$ cat src/rtl/tdm_bus_ctrl.sv
// tdm_bus_ctrl: bus master for the 4-mic TDM array.
//
// Generates the TDM bit clock (sck) and frame sync (ws). It also publishes the
// sck edge strobes and the slot/bit position on clk_in, so downstream logic can
// stay in the system clock domain. The bus starts with a one-sck lead-in period
// carrying ws, and only ever stops on a frame boundary.
//
// Optional feature: define TDM_STARTUP_MUTE_EN to hold mics_ready_out low for
// the first STARTUP_FRAMES frames after start, which gates out mic warm-up
// frames. Without the macro, mics_ready_out follows busy_out.
//
// Ports:
//   clk_in          system clock
//   rst_in          asynchronous active-high reset
//   enable_in       level request, high = run the bus
//   sck_out         TDM serial clock
//   ws_out          TDM word select / frame sync
//   sck_rise_out    strobe, first clk cycle with sck_out=1
//   sck_fall_out    strobe, first clk cycle with sck_out=0 after a high phase
//   frame_start_out strobe when the position becomes slot 0, bit 0
//   slot_out        current slot index
//   bit_out         current bit index within the slot
//   busy_out        high while running or stopping
//   mics_ready_out  audio-valid gate
module tdm_bus_ctrl #(
    parameter int unsigned SCK_HALF_PERIOD = 16,
    parameter int unsigned SLOT_BITS       = 32,
    parameter int unsigned SLOTS           = 4,
    parameter int unsigned STARTUP_FRAMES  = 64
) (
    input  logic                         clk_in,
    input  logic                         rst_in,
    input  logic                         enable_in,
    output logic                         sck_out,
    output logic                         ws_out,
    output logic                         sck_rise_out,
    output logic                         sck_fall_out,
    output logic                         frame_start_out,
    output logic [$clog2(SLOTS)-1:0]     slot_out,
    output logic [$clog2(SLOT_BITS)-1:0] bit_out,
    output logic                         busy_out,
    output logic                         mics_ready_out
);

    localparam int unsigned SW = $clog2(SLOTS);
    localparam int unsigned BW = $clog2(SLOT_BITS);
    localparam int unsigned DW = $clog2(SCK_HALF_PERIOD);

    localparam logic [DW-1:0] DIV_LAST  = DW'(SCK_HALF_PERIOD - 1);
    localparam logic [BW-1:0] BIT_LAST  = BW'(SLOT_BITS - 1);
    localparam logic [SW-1:0] SLOT_LAST = SW'(SLOTS - 1);

    localparam logic [1:0] ST_IDLE     = 2'd0;
    localparam logic [1:0] ST_RUN      = 2'd1;
    localparam logic [1:0] ST_STOPPING = 2'd2;

    logic [1:0]    r_state, w_state;
    logic [DW-1:0] r_div, w_div;
    logic          r_sck, w_sck;
    logic          r_ws, w_ws;
    logic          r_rise, w_rise;
    logic          r_fall, w_fall;
    logic          r_fs, w_fs;
    logic [SW-1:0] r_slot, w_slot;
    logic [BW-1:0] r_bit, w_bit;
    logic          r_busy, w_busy;
    logic          r_ready, w_ready;

    logic          w_tc;
    logic          w_fall_edge;
    logic          w_bit_last;
    logic          w_slot_last;
    logic          w_wrap;
    logic [BW-1:0] w_bit_adv;
    logic [SW-1:0] w_slot_adv;
    logic          w_final_next;

    always_comb begin
        w_tc         = (r_div == DIV_LAST);
        w_fall_edge  = w_tc && r_sck;
        w_bit_last   = (r_bit == BIT_LAST);
        w_slot_last  = (r_slot == SLOT_LAST);
        w_wrap       = w_fall_edge && w_bit_last && w_slot_last;
        w_bit_adv    = w_bit_last ? '0 : r_bit + BW'(1);
        w_slot_adv   = !w_bit_last ? r_slot : (w_slot_last ? '0 : r_slot + SW'(1));
        w_final_next = (w_bit_adv == BIT_LAST) && (w_slot_adv == SLOT_LAST);
    end

    always_comb begin
        w_state = r_state;
        w_div   = r_div;
        w_sck   = r_sck;
        w_ws    = r_ws;
        w_rise  = 1'b0;
        w_fall  = 1'b0;
        w_fs    = 1'b0;
        w_slot  = r_slot;
        w_bit   = r_bit;
        case (r_state)
            ST_IDLE: begin
                w_div  = '0;
                w_sck  = 1'b0;
                w_ws   = 1'b0;
                w_slot = '0;
                w_bit  = '0;
                if (enable_in) begin
                    // Park on the last bit so the first sck period is a lead-in with ws high.
                    w_state = ST_RUN;
                    w_slot  = SLOT_LAST;
                    w_bit   = BIT_LAST;
                    w_ws    = 1'b1;
                end
            end
            ST_RUN, ST_STOPPING: begin
                // A stop request only ends the bus at a wrap whose ws pulse was suppressed;
                // a pulse already on the wire means that frame must still be clocked out.
                if (r_state == ST_STOPPING && w_wrap && !r_ws) begin
                    w_state = ST_IDLE;
                    w_div   = '0;
                    w_sck   = 1'b0;
                    w_ws    = 1'b0;
                    w_slot  = '0;
                    w_bit   = '0;
                end else begin
                    w_state = enable_in ? ST_RUN : ST_STOPPING;
                    if (w_tc) begin
                        w_div  = '0;
                        w_sck  = ~r_sck;
                        w_rise = ~r_sck;
                        w_fall = r_sck;
                        if (r_sck) begin
                            w_bit  = w_bit_adv;
                            w_slot = w_slot_adv;
                            w_fs   = w_wrap;
                            // ws decision uses the registered state, not the live enable.
                            w_ws   = w_final_next && (r_state == ST_RUN);
                        end
                    end else begin
                        w_div = r_div + DW'(1);
                    end
                end
            end
            default: begin
                w_state = ST_IDLE;
            end
        endcase
        w_busy = (w_state != ST_IDLE);
    end

`ifdef TDM_STARTUP_MUTE_EN
    localparam int unsigned FW = $clog2(STARTUP_FRAMES + 2);
    localparam logic [FW-1:0] FRAMES_LAST = FW'(STARTUP_FRAMES);

    logic [FW-1:0] r_frame_cnt, w_frame_cnt;

    // Saturating count of frame starts since leaving IDLE.
    always_comb begin
        w_frame_cnt = r_frame_cnt;
        if (!w_busy) begin
            w_frame_cnt = '0;
        end else if (w_fs && r_frame_cnt != FRAMES_LAST) begin
            w_frame_cnt = r_frame_cnt + FW'(1);
        end
        w_ready = w_busy && (r_ready || (w_fs && r_frame_cnt == FRAMES_LAST));
    end

    always_ff @(posedge clk_in or posedge rst_in) begin
        if (rst_in) begin
            r_frame_cnt <= '0;
        end else begin
            r_frame_cnt <= w_frame_cnt;
        end
    end
`else
    always_comb begin
        w_ready = w_busy;
    end
`endif

    always_ff @(posedge clk_in or posedge rst_in) begin
        if (rst_in) begin
            r_state <= ST_IDLE;
            r_div   <= '0;
            r_sck   <= 1'b0;
            r_ws    <= 1'b0;
            r_rise  <= 1'b0;
            r_fall  <= 1'b0;
            r_fs    <= 1'b0;
            r_slot  <= '0;
            r_bit   <= '0;
            r_busy  <= 1'b0;
            r_ready <= 1'b0;
        end else begin
            r_state <= w_state;
            r_div   <= w_div;
            r_sck   <= w_sck;
            r_ws    <= w_ws;
            r_rise  <= w_rise;
            r_fall  <= w_fall;
            r_fs    <= w_fs;
            r_slot  <= w_slot;
            r_bit   <= w_bit;
            r_busy  <= w_busy;
            r_ready <= w_ready;
        end
    end

    assign sck_out         = r_sck;
    assign ws_out          = r_ws;
    assign sck_rise_out    = r_rise;
    assign sck_fall_out    = r_fall;
    assign frame_start_out = r_fs;
    assign slot_out        = r_slot;
    assign bit_out         = r_bit;
    assign busy_out        = r_busy;
    assign mics_ready_out  = r_ready;

endmodule

$ cat config.mk
export PLATFORM = sky130hd
export DESIGN_NAME = tdm_bus_ctrl
export DESIGN_NICKNAME = d
export VERILOG_FILES = /design/src/rtl/tdm_bus_ctrl.sv
export SDC_FILE = /design/constraint.sdc
export NUM_CORES = 1
export LEC_CHECK = 0
export BUFFER_PORTS_ARGS = -buffer_cell sky130_fd_sc_hd__buf_2
export CAP_MARGIN = 15
export CORE_ASPECT_RATIO = 1.4
export CORE_MARGIN = 1.5
export CORE_UTILIZATION = 25
export CTS_CLUSTER_SIZE = 16
export DETAILED_ROUTE_END_ITERATION = 12
export GPL_TIMING_DRIVEN = 0
export SLEW_MARGIN = 20
export SYNTH_ARGS = -nofsm -noshare
export SYNTH_HDL_FRONTEND = slang
export SYNTH_SLANG_ARGS = --single-unit
$ cat constraint.sdc
create_clock -name clk_in -period 2.7 [get_ports clk_in]
set_clock_uncertainty 0.1 [all_clocks]
set_input_delay 0 -clock clk_in [delete_from_list [all_inputs] [get_ports clk_in]]
set_output_delay 0 -clock clk_in [all_outputs]
set_load 0.02 [all_outputs]
# [Word-level counts from Yosys, hierarchy flattened]
# Cells that the tools add are included.
[totals] reg_bits=19 input_bits=3 output_inout_bits=14
[op_classes] add_sub_neg=3 n_eq_ne=9 n_mux=38 bitwise_logic=1 n_reduce_logical=14
[ops] operator="5-bit two-way mux" count=5
[ops] operator="2-bit two-way mux" count=9
[ops] operator="1-bit two-way mux" count=16
[ops] operator="5-bit equality test (second input constant)" count=2
[ops] operator="5-bit case mux with 2 select lines" count=1
[ops] operator="4-bit two-way mux" count=2
[ops] operator="2-bit case mux with 2 select lines" count=2
[ops] operator="4-bit case mux with 2 select lines" count=1
[ops] operator="1-bit logical AND" count=7
[ops] operator="2-bit equality test (second input constant)" count=3
[ops] operator="3-bit != test (second input constant)" count=2
[ops] operator="5-bit by 1-bit adder with 5-bit output (second input constant)" count=1
[ops] operator="4-bit by 1-bit adder with 4-bit output (second input constant)" count=1
[ops] operator="4-bit equality test (second input constant)" count=1
[ops] operator="1-bit case mux with 2 select lines" count=2
[ops] operator="2-bit nonzero test" count=2
[ops] operator="3-bit AND reduction" count=1
[ops] operator="2-bit by 1-bit adder with 2-bit output (second input constant)" count=1
[ops] operator="2-bit by 1-bit equality test with 1-bit output (second input constant)" count=1
[ops] operator="2-bit zero test" count=1
[ops] operator="2-bit AND reduction" count=1
[ops] operator="2-bit OR reduction" count=1
[ops] operator="1-bit zero test" count=1
[ops] operator="1-bit inverter" count=1

# [Longest topological paths before layout]
# Gate-level depths: netlist of the first run.
[logic_depth] depth_word=10 mapped_depth=7 depth_no_buf=7

# [Least setup slack after synthesis of the first run]
# OpenSTA, ideal clock, no wires.
[synth_timing] path_kind="reg2reg" startpoint="register r_bit[0], in the netlist bit_out[0]" endpoint="register r_ws, in the netlist ws_out" setup_ns=0.077 arrival_ns=2.050 required_time_ns=2.523 path_slack_ns=0.472 path_stages_with_launch=8 period_less_slack_ns=2.228 path_cell_list="dfrtp_1 ha_1 and3_1 ha_1 nor2b_4 nand3_1 or4b_1 a21oi_1"
[synth_via] elab_chain_cells=9 word_cells_on_any_way=19 classes_between="add/sub (1); eq/ne (5); mux (6); reduce/logical (7)"
[synth_rtl] item="start: declaration" line="65" source="logic [BW-1:0] r_bit, w_bit;"
[synth_rtl] item="start signal: assignment" line="202" source="r_bit <= w_bit;"
[synth_rtl] item="5-bit by 1-bit adder with 5-bit output / 5-bit equality test (equally long branches)" line="84, 81"
[synth_rtl] item="5-bit two-way mux / 2-bit two-way mux (equally long branches)" line="84, 85"
[synth_rtl] item="5-bit equality test / 2-bit equality test (equally long branches)" line="86" source="w_final_next = (w_bit_adv == BIT_LAST) && (w_slot_adv == SLOT_LAST);"
[synth_rtl] item="1-bit logical AND" line="86"
[synth_rtl] item="1-bit logical AND" line="136" source="w_ws = w_final_next && (r_state == ST_RUN);"
[synth_rtl] item="1-bit two-way mux" line="131" source="if (r_sck) begin"
[synth_rtl] item="1-bit two-way mux" line="126" source="if (w_tc) begin"
[synth_rtl] item="1-bit two-way mux" line="117" source="if (r_state == ST_STOPPING && w_wrap && !r_ws) begin"
[synth_rtl] item="1-bit case mux with 2 select lines" line="99" source="case (r_state)"
[synth_rtl] item="end signal: assignment" line="197" source="r_ws <= w_ws;"
[synth_rtl] item="end: declaration" line="60" source="logic r_ws, w_ws;"
# Parallel ways exist; a longest one is shown, timed or not. The select of a mux whose other input is x is not followed.
# A chain may end at the register's enable or synchronous reset.

# [Worst setup path after layout of the first run]
# Same ends and word-level chain as after synthesis.

==> out/results.env, run 1 <==
CRITPATHARRIVALTIME_NS=2.44
GRT.OVERFLOW.TOTAL=0
GLOBAL_ROUTE_WIRE_LENGTH_BEFORE_REPAIR_UM=4015
SYNTH_FF_TYPE='dfrtp_1'
NETLIST_AREA_SQ_UM=1046
START_UTIL=0.2624
SETUP-TNS-FINAL_NS=0
SYNTH_FP_NETS=122
SEQ_AREA_FRAC_SYNTH=0.4545
GLOBAL_ROUTE.USAGE.MET1=0.1299
GRT_MAX_DEGREE=20
GLOBALROUTETOTALUTIL=0.1094
POSTSYNTHAREAPERCELL_SQ_UM=9.423
DRT-VIAS-PER-INSTANCE=4.938
YOSYS.CELL_TYPES.COUNT=32
TOP_LEVEL_PORTS=17
GRT_SETUP_UNREPAIRED='no'
CLOCK_INSERTION_DELAY_WORST_SKEW_NS=0.25
R2R.WORST_PATH.CELLS=7
CPLARGESTDELAYFAMILY='simple AND/OR/NAND/NOR gates'
N_ANTENNA_CELL=0
GP_CONGESTION=0.8148
ANTENNA_FOUND_INITIAL=0
VIOLATIONS='design-rule violations'
PRE_CTS_WS_NS=0.3657
SLEW_VIOLATIONS=0
R2R-START='bit_out[0]'
LAYOUT_WORST_PATH_CYCLE_SHARE=0.8757
DRT-TOTAL-WL_UM=2244
SYN-INSTANCE-COUNT=111
SYNTH-SEQ-CELLS=19
CTS-HOLD-FIX-BUFFERS=2
DIE_Y_UM=79.54
LEAST_SETUP_SLACK_ACROSS_ALL_PATHS_AFTER_LAYOUT_NS=0.3357
SETUP.WORST_PATH.START_CLASS='register'
CTSROOTBUFFERMASTER='clkbuf_8'
POST-ROUTE-DRC-COUNT=4
TRITONCTS.NUM_BUFFERS=3
POSTROUTEANTENNANETS=0
WORSTSETUPSTARTPOINT='bit_out[0]'
HOLD_SLACK_NS=0.3069
CRITPATHREQUIREDTIME_NS=2.77
CLOCK_TREE_FROM_TRITONCTS='built'
DESIGN.DIE.AREA_SQ_UM=4586
POST_ROUTE_CELLS_DRIVE_ABOVE_1_SHARE=0.1729
TIMING.FINAL.SETUP_VIOLATIONS=0
CLOCK_SINK_COUNT=19
CP_MAX_FO=9
WORST_SETUP_HOLD_PATH_CLK_SLEW_NS=0.07
LAYOUT-AREA-OVERHEAD-VS-SYNTH_PCT=19.02
GRT_UTIL_MET2=0.1898
PORTBUFFERS=16
RELSLEWSLACK=0.5267
HOLD_CLASS='input port to asynchronous set/reset pin'
PATH_CELLS='ha_1 > and3_1 > ha_1 > nor2b_4 > nand3_1 > or4b_1 > a21oi_1'
STATIC-LEAKAGE-POWER_nW=0.5970
POWER.IR.VDD_WORST_uV=571.5
MAX-CAP-VIOLATIONS=0
DETAILEDROUTE.FIRSTITERATIONVIOLATIONS=34
ROWS=27
SETUP.WORST_PATH.CLASS='register to register'
CRITICAL_PATH_ENDPOINT_CATEGORY='register'
ROUTE.VIAS.TOTAL=869
FINAL-HOLD-VIOLATION-COUNT=0
CTS_POST_SETUP_BUFFERS_INSERTED=0
MAX_CLOCK_FREQ_GHz=0.4230
CTS.PATH.MAX_BUFFERS=2
SYNTH_WARNINGS=0
CORE_AREA_SQ_UM=3986
POST_CTS_RESIZED=0
DETAIL_ROUTE.FIRST_PASS.ITERATIONS=10
PLACE_HPWL_UM=1698
DIE-WIDTH_UM=57.67
GRT_PASS1_VIAS=899
POWER.DENSITY_nW_PER_UM2=1251
ROUTED_WIRE_LENGTH_PER_INSTANCE_UM=12.75
PERIOD_NEEDED_NS=2.364
SYNTH-EDFF-COUNT=0
USE_MET3=0.01783
HTREE_NUM_LEVELS=1
FINALNETCOUNT=145
CP_SLOWEST_CELL='or4b_1'
STATUS='finished with violations'
SYNTH_ASYNC_SR_FLOP_SHARE=1.000
CRITICAL-PATH-MAX-STAGE-DELAY_NS=0.51
CRITICAL_PATH_CELL_COUNT=7
CRIT_BUF_INV=0
PATH_COMMON_CELL='ha_1'
WORSTMARGINPINSLEW_NS=0.7091
GRT-BUSIEST-LAYER='met2'
## layer usage
layer  up-vias  wire [um]
met1       418       1000
met2        12       1151
met5         -          0
li1        437          -
met3         2         72
met4         0         19
## cell usage after synthesis (3+ instances only)
cell | n | area share
inv_1 | 6 | 0.022
nor3_1 | 3 | 0.014
nand3_1 | 4 | 0.019
and3_1 | 3 | 0.018
dfrtp_1 | 19 | 0.45
a21oi_1 | 9 | 0.043
nor2_1 | 9 | 0.032
nand2_1 | 11 | 0.039
o21ai_0 | 10 | 0.048
ha_1 | 8 | 0.096
## power breakdown
group	internal (mW)	switching [mW]
logic	0.347	0.516
clock network	0.105	0.0877
registers	0.391	0.112
total	0.843	0.715
## cell families after synthesis
| logic type | after synthesis | synth area share |
|---|---|---|
| xor gates and xnor gates | 2 | 0.01675 |
| AOI/OAI and AO/OA | 29 | 0.1627 |
| and+or+nand+nor | 44 | 0.2273 |
| buffers and inverters | 9 | 0.04306 |
| DFF | 19 | 0.4545 |
| adders and majority gates | 8 | 0.09570 |
## tightest hold or removal path, stage by stage
cell and delay, ns:
dlygate4sd3_1 0.53, buf_2 0.12, inv_1 0.51
## through the flow
| step | cells | cell area (sq um) | power [mW] | util |
|---|---|---|---|---|
| detailed placement | 170 | 1180 | 1.375 | 0.2960 |
| global placement | 170 | 1180 | 1.347 | 0.2960 |
| finish | 176 | 1245 | 1.558 | 0.3123 |
| floorplan | 111 | 1046 | 1.137 | - |
| CTS | 176 | 1245 | 1.586 | 0.3123 |
| global route | 176 | 1245 | 1.726 | 0.3123 |
## layout by cell type (no fill, tap or decap), types with 2 or more instances in the layout
master,instances
xor2_1,2
nor3_1,3
a21oi_1,9
buf_2,16
and3_1,3
ha_1,8
nand3_1,4
o21ai_1,2
clkbuf_8,3
nand4_1,2
and4_1,2
dfrtp_1,19
clkbuf_1,2
o21ai_0,10
inv_1,6
nand2_1,11
or3_1,2
a41oi_1,2
nor2_1,9
dlygate4sd3_1,2
o31ai_1,2
## area by class of cell
cell class / instances / area (sq um)
well taps: 43 / 53.80
flip-flops and latches: 19 / 475.5
inverters: 6 / 22.52
repair buffers: 18 / 100.1
plain buffers: 3 / 22.52
fillers: 438 / 2741
multi-input cells: 83 / 525.5
clock buffers: 4 / 45.04
## path summary, 6_finish.rpt
kind,slack [ns],end
max,0.34,ws_out
min,0.31,bit_out[4]
max reg2reg,0.34,ws_out
min reg2reg,0.42,sck_rise_out
max in group asynchronous,1.75,r_state[0]
min in group clk_in,0.38,r_state[1]
## flip-flops by register name, summed over array words and instances, names as in the netlist
register and count:
r_div 4, sck_out 1, r_state 2, bit_out 5
frame_start_out 1, sck_rise_out 1, sck_fall_out 1, slot_out 2
ws_out 1, mics_ready_out 1
Note: power is estimated with default switching activity, not from simulation.
==> run 2: changes to the inputs <==
Settings changed: ABC_AREA from default to 1, GPL_TIMING_DRIVEN 0 to default.
==> run 2 against run 1 <==
The flow now finishes without violations. Die area rose by 3.8%. Non-clock buffer count down 3. Area after synthesis grew 3.9%. Clock power is 6% higher. Clock-buffer cell count unchanged. Critical endpoint is now mics_ready_out.
==> out/results.env, run 2 <==
CRITPATHREQUIREDTIME_NS=2.75  # -0.02 ns
SHARE_OF_THE_SYNTHESIZED_NETLIST_AREA_TAKEN_BY_XOR_AND_XNOR_GATES=0.008055  # -0.008691
NETLIST.TOP_CELL.BY_AREA='dfrtp_1'
SEQ_POWER_SHARE=0.287  # -0.036
ROWS=28  # +3.7%
MOSTFREQUENTLAYOUTCELLS='nand2_1 (25), nor2_1 (21), inv_1 (20), dfrtp_1 (19), buf_2 (16)'
DIE_Y_UM=81.03  # +1.9%
PLACED_CELLS=194  # +14%
PLACE_HPWL_UM=1774  # +4.5%
GP_CONGESTION=0.7711  # -5.4%
SETUP.WORST_PATH.CLASS='register to register'
POSTSYNTHAREAPERCELL_SQ_UM=8.054  # -15%
CORE_AREA_SQ_UM=4204  # +5.5%
SETUP.WORST_PATH.START_CLASS='register'
HTREE_NUM_LEVELS=1  # unchanged
SYNTH-SEQ-CELLS=19  # unchanged
SYNTH_FP_NETS=146  # +20%
STATIC-LEAKAGE-POWER_nW=0.6632  # +11%
LARGEST_REGISTER_FF_COUNT=5  # unchanged
FINAL.FILL_COUNT=469  # +7.1%
GLOBAL_ROUTE_WIRE_LENGTH_BEFORE_REPAIR_UM=3829  # -4.6%
GLOBALROUTETOTALUTIL=0.1085  # -0.0009384
MULTI_INPUT_AREA_SQ_UM=509.2  # -3.1%
SYNTHESIZED_AREA_FRACTION_OCCUPIED_BY_AND_OR_NAND_NOR_CELLS=0.2877  # +0.06041
MAX-CAP-VIOLATIONS=0  # unchanged
DETAILEDROUTE.FIRSTITERATIONVIOLATIONS=20  # -41%
POSTROUTEANTENNANETS=0  # unchanged
TIMING.FINAL.SETUP_VIOLATIONS=0  # unchanged
SYNTH_TOP_AREA_SHARE=0.4373  # -0.01726
N_ANTENNA_CELL=0  # unchanged
GRT_PASS1_VIAS=917  # +2.0%
SYNTH_FF_TYPE='dfrtp_1'
MOST_FREQUENT_STANDARD_CELL_IN_THE_LAYOUT_EXCLUDING_FILL_AND_TAP_CELLS='nand2_1'
POWER.SWITCHING_uW=885.1  # +24%
P_SW_FRAC=0.5044  # +0.04529
SYNTH_ADDER_AREA_SHARE=0.09206  # -0.003634
ANTENNA_FOUND_INITIAL=0  # unchanged
PORTBUFFERS=16  # unchanged
SYNTH_ASYNC_SR_FLOP_SHARE=1.000  # unchanged
GRT.OVERFLOW.TOTAL=0  # unchanged
MAX_CLOCK_FREQ_GHz=0.5009  # +18%
START_UTIL=0.2586  # -0.003767
SETUP-TNS-FINAL_NS=0  # unchanged
MUXSHAREOFSYNTHAREA=0  # unchanged
ROUTE.VIAS.TOTAL=928  # +6.8%
LARGEST_FAMILY_OF_LOGIC_CELLS_BY_SYNTHESIZED_AREA='simple AND/OR/NAND/NOR gates'
NETLIST_AREA_SQ_UM=1087  # +3.9%
LAYOUT-AREA-OVERHEAD-VS-SYNTH_PCT=16.80
DIE-WIDTH_UM=58.74  # +1.9%
DRT-TOTAL-WL_UM=2267  # +1.0%
FINALNETCOUNT=167  # +15%
CLOCK_INSERTION_DELAY_WORST_SKEW_NS=0.26  # about the same
PERIOD_NEEDED_NS=1.997  # -0.3678 ns
R2R-START='bit_out[0]'
DESIGN.DIE.AREA_SQ_UM=4759  # +3.8%
CTSROOTBUFFERMASTER='clkbuf_8'
COMB_POWER_SHARE=0.597  # +0.044
POST_LAYOUT_NONFILLER_INSTANCES=200  # +14%
WORST_SETUP_HOLD_PATH_CLK_SLEW_NS=0.07  # about the same
POST_SYNTH_MAIN_AREA_CONTRIBUTORS='dfrtp_1 (44%), ha_1 (9.2%), nand2_1 (8.6%), nor2_1 (7.2%), inv_1 (6.9%)'
AREA.SEQUENTIAL_SQ_UM=475.5  # unchanged
TIMING.REG2REG.SETUP_SLACK_NS=0.70  # +0.37 ns
SYNTH-EDFF-COUNT=0  # unchanged
POWER.IR.VDD_WORST_uV=347.3  # -39%
WORSTMARGINPINSLEW_NS=0.7131  # +0.003958 ns
CLOCK_SINK_COUNT=19  # unchanged
LAYOUT_WORST_PATH_CYCLE_SHARE=0.7394  # -0.1362
TOP_LEVEL_PORTS=17  # unchanged
CTS_POST_SETUP_BUFFERS_INSERTED=0  # unchanged
CRITICAL_PATH.REG2REG.ENDPOINT='mics_ready_out'
SYNTH_COMPOUND_AREA_FRAC=0.08055  # -0.08213
TRITONCTS.NUM_BUFFERS=3  # unchanged
STATUS='finished, final reports clean'
GRT_SETUP_UNREPAIRED='no'
YOSYS.CELL_TYPES.COUNT=24  # -25%
CRITICAL_PATH_ENDPOINT_CATEGORY='register'
R2R.WORST_PATH.CELLS=11  # +4
SLEW_VIOLATIONS=0  # unchanged
DETAIL_ROUTE.FIRST_PASS.ITERATIONS=4  # -6
CLOCK_TREE_FROM_TRITONCTS='built'
SYNTH_WARNINGS=0  # unchanged
POWER.DENSITY_nW_PER_UM2=1382  # +10%
ROUTED_WIRE_LENGTH_PER_INSTANCE_UM=11.34  # -11%
PWR-SHARE-CLK=0.116  # -0.008
CP_MAX_FO=5  # -4
SYNTHMOSTINSTANTIATEDCELL='nand2_1'
POST_ROUTE_CELLS_DRIVE_ABOVE_1_SHARE=0.1871  # +0.01416
RELSLEWSLACK=0.5241  # -0.002641
CELL_TYPES_WITH_THE_HIGHEST_COUNTS_AFTER_SYNTHESIS='nand2_1 (25), nor2_1 (21), inv_1 (20), dfrtp_1 (19), a21oi_1 (10)'
GRT_MAX_DEGREE=20  # unchanged
INTERNAL_POWER_uW=869.6  # +3.2%
POST-ROUTE-DRC-COUNT=0  # -4
DRT-VIAS-PER-INSTANCE=4.640  # -6.0%
FINAL-HOLD-VIOLATION-COUNT=0  # unchanged
CTS.PATH.MAX_BUFFERS=2  # unchanged
CRITPATHARRIVALTIME_NS=2.05  # -0.39 ns
HOLD_CLASS='input port to asynchronous set/reset pin'
SEQ_AREA_FRAC_SYNTH=0.4373  # -0.01726
SYN-INSTANCE-COUNT=135  # +22%
run 2: cell count changes in the layout (fill, tap and decap cells not counted), sizes merged, moves of 3 or more:
cell and delta:
o21ai -9, nand2 +19, inv +14, nand3 +4, and3 -3, nor2 +14
run 2: cell families (layout without fill, tap and decap cells):
group	count (synthesis)	in the layout
AND/OR/NAND/NOR	67	67
AO/OA/AOI/OAI	16	16
adder cells (fa/ha/maj)	8	8
buffers and inverters	24	44
XOR/XNOR	1	1
flip-flops	19	19
run 2: through the flow:
step / power, mW / area, sq um / utilization / setup slack, ns / hold WS, ns
after CTS: 1.775 / 1270 / 0.3021 / 0.6750 / 0.3377
after detailed placement: 1.562 / 1205 / 0.2866 / 0.6840 / 0.06694
final: 1.755 / 1270 / 0.3021 / 0.7035 / 0.2950
after floorplan: 1.336 / 1087 / - / 0.8712 / -0.1489
after global placement: 1.550 / 1205 / 0.2866 / 0.7204 / 0.05876
after global routing: 1.950 / 1270 / 0.3021 / 0.5371 / 0.4237
run 2: worst max path at each step:
stage | startpoint | endpoint | slack, ns
after global placement | bit_out[0] | mics_ready_out | 0.72
final | bit_out[0] | mics_ready_out | 0.70
after CTS | bit_out[0] | mics_ready_out | 0.67
after floorplan | bit_out[0] | mics_ready_out | 0.87
after global routing | r_state[0] | bit_out[3] | 0.54
after detailed placement | bit_out[0] | mics_ready_out | 0.68
run 2: timing repair:
item                                   4_1_cts  5_1_grt
endpoints found under the hold margin       21        0
resized for setup                            0        0
setup endpoints to repair                    0        0
hold buffers                                 2        0
run 2: power by group through the flow:
stage | Sequential (mW) | Clock (mW) | Combinational (mW)
after floorplan | 0.574 | 0 | 0.762
after global placement | 0.509 | 0 | 1.04
after detailed placement | 0.511 | 0 | 1.05
after CTS | 0.506 | 0.209 | 1.06
after global routing | 0.521 | 0.225 | 1.21
final | 0.503 | 0.204 | 1.05
run 2: cell type report:
cell class,instances,share of cell area
Sequential cell,19,0.3744
Inverter,22,0.06601
Tap cell,45,0.04433
Timing Repair Buffer,18,0.07882
Clock buffer,4,0.03547
Multi-Input combinational cell,92,0.4010
run 2: worst max-delay path, cell delays in order, from the launching register on:
cell and delay (ns):
dfrtp_1 0.42, ha_1 0.19, nand2_1 0.09, nor2_1 0.14, ha_1 0.24, nand2_1 0.14, nor3_2 0.14, nand2_2 0.10
nand2_2 0.10, nand2_1 0.07, nand2_1 0.07, nand2_1 0.06
run 2: routing by layer:
| metal | vias to the layer above | GRT usage | wire length [um] | share of wire |
|---|---|---|---|---|
| li1 | 467 | - | - | - |
| met1 | 442 | 0.1111 | 888 | 0.39 |
| met2 | 14 | 0.2000 | 1250 | 0.55 |
| met3 | 5 | 0.02070 | 74 | 0.033 |
| met4 | 0 | 0.06136 | 54 | 0.024 |
| met5 | - | 0 | 0 | 0 |
